File: config.mk
export PLATFORM = sky130hd
export DESIGN_NAME = add_serial_param
export DESIGN_NICKNAME = d
export VERILOG_FILES = /design/src/rtl/add_serial_pkg.sv /design/src/rtl/add_serial_digit.sv /design/src/rtl/add_serial_param.sv
export SDC_FILE = /design/constraint.sdc
export NUM_CORES = 1
export LEC_CHECK = 0
export CELL_PAD_IN_SITES_DETAIL_PLACEMENT = 1
export CELL_PAD_IN_SITES_GLOBAL_PLACEMENT = 1
export CORE_ASPECT_RATIO = 0.8
export CORE_MARGIN = 10
export CORE_UTILIZATION = 30
export CTS_CLUSTER_DIAMETER = 120
export DETAILED_ROUTE_END_ITERATION = 16
export PLACE_DENSITY = 0.73
export SLEW_MARGIN = 5
export SYNTH_ARGS = -nofsm -noshare
export SYNTH_HDL_FRONTEND = slang
export SYNTH_SLANG_ARGS = --single-unit
File: constraint.sdc
create_clock -name clk -period 1.57 [get_ports clk]
set_input_delay 0.314 -clock clk [delete_from_list [all_inputs] [get_ports clk]]
set_output_delay 0.314 -clock clk [all_outputs]
set_load 0.01 [all_outputs]
File: src/rtl/add_serial_pkg.sv
// Shared types and sizing helper for the digit-serial adder/subtractor.
package add_serial_pkg;

  typedef enum logic [1:0] {
    IDLE = 2'd0,
    ADD  = 2'd1,
    DONE = 2'd2
  } state_e;

  typedef struct packed {
    logic [31:0] n;
    logic [31:0] cnt_w;
  } add_serial_cfg_t;

  // Number of digit steps and the counter width able to hold that step count.
  function automatic add_serial_cfg_t add_serial_cfg(input int unsigned width,
                                                     input int unsigned digit);
    add_serial_cfg_t c;
    c.n     = (digit == 0) ? 32'd1 : 32'(width / digit);
    c.cnt_w = 32'($clog2(c.n + 32'd1));
    return c;
  endfunction

endpackage

File: src/rtl/add_serial_digit.sv
// DIGIT-bit ripple adder slice used once per cycle by the serial engine.
module add_serial_digit #(
  parameter int unsigned DIGIT = 1
) (
  input  logic [DIGIT-1:0] x,
  input  logic [DIGIT-1:0] y,
  input  logic             cin,
  output logic [DIGIT-1:0] s,
  output logic             co
);

  logic [DIGIT:0] sum_c;

  assign sum_c = (DIGIT+1)'(x) + (DIGIT+1)'(y) + (DIGIT+1)'(cin);
  assign s     = sum_c[DIGIT-1:0];
  assign co    = sum_c[DIGIT];

endmodule

File: src/rtl/add_serial_param.sv
// Digit-serial WIDTH-bit adder/subtractor, DIGIT bits per cycle.
// Subtraction support is built only when ADD_SERIAL_SUB_EN is defined.
module add_serial_param
  import add_serial_pkg::*;
#(
  parameter int unsigned WIDTH = 8,
  parameter int unsigned DIGIT = 1
) (
  input  logic             clk,
  input  logic             rst,
  input  logic             en,
  input  logic [WIDTH-1:0] a,
  input  logic [WIDTH-1:0] b,
  input  logic             sub,
  output logic             busy,
  output logic             done,
  output logic [WIDTH-1:0] out,
  output logic             cout
);

  localparam add_serial_cfg_t CFG = add_serial_cfg(WIDTH, DIGIT);
  localparam int unsigned N  = CFG.n;
  localparam int unsigned CW = CFG.cnt_w;

  if ((WIDTH < 2) || (DIGIT == 0) || ((WIDTH % DIGIT) != 0)) begin : g_bad_cfg
    $error("add_serial_param: WIDTH must be >= 2 and a multiple of DIGIT");
  end

  state_e           state_q;
  logic [WIDTH-1:0] a_q, b_q, out_q;
  logic [CW-1:0]    count_q;
  logic             carry_q, cout_q, done_q, busy_q;

  logic [WIDTH-1:0] b_in_c;
  logic             sub_eff_c;
  logic [DIGIT-1:0] dsum_c;
  logic             dco_c;

`ifdef ADD_SERIAL_SUB_EN
  assign sub_eff_c = sub;
  assign b_in_c    = sub ? ~b : b;
`else
  logic unused_sub;
  assign unused_sub = sub;
  assign sub_eff_c  = 1'b0;
  assign b_in_c     = b;
`endif

  add_serial_digit #(.DIGIT(DIGIT)) u_digit (
    .x  (a_q[DIGIT-1:0]),
    .y  (b_q[DIGIT-1:0]),
    .cin(carry_q),
    .s  (dsum_c),
    .co (dco_c)
  );

  // Control FSM and datapath; the result assembles LSB-first from the top of out_q.
  always_ff @(posedge clk) begin
    if (rst) begin
      state_q <= IDLE;
      a_q     <= '0;
      b_q     <= '0;
      out_q   <= '0;
      count_q <= '0;
      carry_q <= 1'b0;
      cout_q  <= 1'b0;
      done_q  <= 1'b0;
      busy_q  <= 1'b0;
    end else begin
      case (state_q)
        IDLE: begin
          if (en) begin
            a_q     <= a;
            b_q     <= b_in_c;
            out_q   <= '0;
            count_q <= '0;
            carry_q <= sub_eff_c;
            busy_q  <= 1'b1;
            state_q <= ADD;
          end
        end
        ADD: begin
          out_q   <= (out_q >> DIGIT) | (WIDTH'(dsum_c) << (WIDTH - DIGIT));
          a_q     <= a_q >> DIGIT;
          b_q     <= b_q >> DIGIT;
          carry_q <= dco_c;
          count_q <= count_q + CW'(1);
          if (count_q == CW'(N - 1)) begin
            cout_q  <= dco_c;
            done_q  <= 1'b1;
            state_q <= DONE;
          end
        end
        DONE: begin
          done_q  <= 1'b0;
          busy_q  <= 1'b0;
          state_q <= IDLE;
        end
        default: begin
          done_q  <= 1'b0;
          busy_q  <= 1'b0;
          state_q <= IDLE;
        end
      endcase
    end
  end

  assign busy = busy_q;
  assign done = done_q;
  assign out  = out_q;
  assign cout = cout_q;

endmodule

==> run_results.csv <==
group,metric,value,unit
yosys,syn_area,1470,µm²
timing,worst_slack,64.6,ps
floorplanning,core-area,4650,µm²
place,dp_hpwl,3010,µm
yosys,syn-num-nets,184,
clock_tree,hold_buffers,0,
global_routing,grt_max_degree,24,
worst_setup_path,reg2reg_to,"cout",
clock_tree,cts_buffers,5,
drt,avgViaCountPerCell,4.95,
floorplanning,pin_count,31,
outcome,outcome,"complete, no violations",
finish,area_growth,34.6,%
yosys,synth_top_family_by_area,"simple AND/OR/NAND/NOR gates",
global_routing,grt-ovfl-total,0,
yosys,synth_area_per_cell,9.07,µm²
worst_setup_path,cpMaxStageDelayCell,"clkdlybuf4s50_1",
worst_setup_path,reg2reg_from,"state_q[0]",
place,placed_area,1890,µm²
global_routing,grt_pass1_wl,6470,µm
worst_setup_path,path_max_fanout,3,
timing,setup_viol,0,
clock_tree,cts_tree,"yes",
drt,drcViolationCount,0,
power,p_leak,0.763,nW
floorplanning,die_area,8110,µm²
yosys,yosys.area.top_type,"dfxtp_1",
floorplanning,start_util,31.6,%
place,pre_cts_ws,-120,ps
yosys,synth_area_leaders,"dfxtp_1 46%, or3b_1 6.6%, a22o_1 6.0%",
drt,ant_nets,0,
yosys,ys_seq_elements,34,
finish,layout_common_cells,"34 x dfxtp_1, 29 x clkdlybuf4s50_1, 17 x nor2_1",
clock_tree,clock_path_buffers,2,
flow_run,maxCapViolCount,0,
floorplanning,die_x,98.2,µm
place,numPortBuffers,29,
worst_setup_path,worstRegToRegCells,4,
worst_setup_path,cp_top_family,"buffers and inverters",
floorplanning,rows,22,
clock_tree,cts_setup_buffers,0,
timing,maxSlewViolCount,0,
timing,skew,4.32,ps
finish,final_common_cell,"dfxtp_1",
clock_tree,ctsResizeCount,0,
place,place_congestion,0.768,
drt,drt-initial-drc-count,55,
drt,route.vias.total,1297,
worst_setup_path,arrival,1190,ps
finish,final_core_util,42.5,%
global_routing,antenna_found_initial,0,
drt,wirelength,3970,µm
worst_setup_path,reg2reg_setup_slack,210,ps
drt,wl_per_cell,15.1,µm
clock_tree,cts_sinks,34,
finish,nFillCells,549,
yosys,muxShareOfSynthArea,0.681,%
timing,slew_headroom,76.6,%
clock_tree,htree_levels,2,
worst_setup_path,path_depth,1,
yosys,yosys.area_share.simple,27.3,%
finish,drive_gt1_share,12.4,%
timing,timing.fmax,664,MHz
clock_tree,clk_pin_slew,60,ps
power,power_density,914,nW/µm²
worst_setup_path,startpoint,"out[1]",
global_routing,grt_usage,9.97,%
timing,rsz0062_at_grt,"no",
finish,stdcell_area,1980,µm²
power,ir_drop,0.440,mV
finish,antennaDiodeCount,0,
timing,period_needed,1510,ps
hold_path,min_path_type,"flop to flop",
timing,finalHoldViolCount,0,
worst_setup_path,cp-end-kind,"output pin",
finish,layoutNonFillerInstCount,262,
drt,dr.pass1.iters,4,
floorplanning,die_h,82.6,µm
worst_setup_path,start_kind,"flop",
hold_path,min_path_cells,1,
worst_setup_path,worstPathRequired,1260,ps
worst_setup_path,crit_buf_inv,1,
yosys,ys_types,34,
yosys,ys_seq_area_share,46.3,%
place,dp_cells,256,
worst_setup_path,slowest_delay,550,ps
clock_tree,root_buffer,"clkbuf_8",
timing,worst_slew_pin_slew,350,ps
yosys,synth-warning-count,0,
yosys,synth_compound_area_share,18.4,%
clock_tree,clock_latency,280,ps
worst_setup_path,path_cells,"clkdlybuf4s50_1",
yosys,synth-xor-area-share,0,%
yosys,synthCells,162,
worst_setup_path,critPathKind,"flop to output pin",
finish,nets,225,
timing,min_period_over_period,95.9,%
yosys,synth_fa_ha_area_share,2.21,%
yosys,synth_top_cell_area_share,46.3,%
worst_setup_path,worstSetupEndpoint,"out[1]",
global_routing,grt_pass1_vias,1376,
-- through the flow --
stage                     hold WS, ps  total power [mW]  TNS, ps
after floorplan                   432              1.08        0
after global placement            448              1.19    -1250
after detailed placement          454              1.21    -1980
after CTS                         474              1.84        0
after global routing              498              1.91        0
final                             466              1.81        0
-- registers in the layout, indices dropped and copies added (netlist names) --
register  cells
a_q           8
b_q           8
out           8
count_q       4
state_q       2
busy          1
carry_q       1
cout          1
done          1
-- cell families (layout without fill, tap and decap cells) --
kind of cell / after synthesis / in the layout
AOI/OAI and AO/OA: 39 / 39
muxes: 1 / 1
adders and majority gates: 2 / 2
buffers and inverters: 15 / 55
and+or+nand+nor: 71 / 71
DFF: 34 / 34
-- how the worst min path moves through the flow --
stage | from | end | slack, ps
finish | carry_q | carry_q | 470
global route | carry_q | carry_q | 500
CTS | carry_q | carry_q | 470
detailed placement | carry_q | carry_q | 450
global placement | carry_q | carry_q | 450
floorplan | carry_q | carry_q | 430
-- cells in the mapped netlist --
cell type / instances
a211oi_1: 1
a21oi_1: 13
a22o_1: 10
a22oi_1: 3
a311oi_1: 1
a31oi_1: 2
and2_1: 2
and2b_1: 1
and3b_1: 1
buf_1: 1
buf_2: 6
buf_4: 1
buf_6: 1
clkbuf_1: 2
dfxtp_1: 34
fa_1: 1
ha_1: 1
inv_1: 4
mux2i_1: 1
nand2_1: 8
nand2b_1: 13
nand3_1: 2
nand3b_1: 2
nor2_1: 17
nor2_2: 1
nor3_1: 11
nor3b_1: 1
o21a_1: 1
o21ai_0: 4
o21ba_2: 1
o21bai_2: 1
o2bb2ai_1: 2
or3_1: 1
or3b_1: 11
-- per-layer routing --
layer	global-route usage [%]	wire length, µm	share of wire, %	vias to the layer above
met3	3.15	162	4.1	9
met2	17.6	1930	49	23
met5	0	0	0	-
met1	10.5	1770	45	619
met4	6.14	103	2.6	0
li1	-	-	-	646
-- final cells by class --
class | count | area [µm²] | area share (%)
clock buffer | 6 | 82.6 | 4.18
timing repair buffer | 45 | 410 | 20.8
inverter | 4 | 15.0 | 0.759
sequential | 34 | 681 | 34.4
tap | 60 | 75.1 | 3.80
multi-input combinational | 113 | 713 | 36.1
-- report_power, final --
group | leakage, nW | switching, mW | internal, mW | total, mW
combinational | 0.441 | 0.121 | 0.138 | 0.258
clock | 0.0431 | 0.285 | 0.337 | 0.622
sequential | 0.278 | 0.0217 | 0.905 | 0.927
total | 0.763 | 0.427 | 1.38 | 1.81
(Power assumes the default switching activity.)
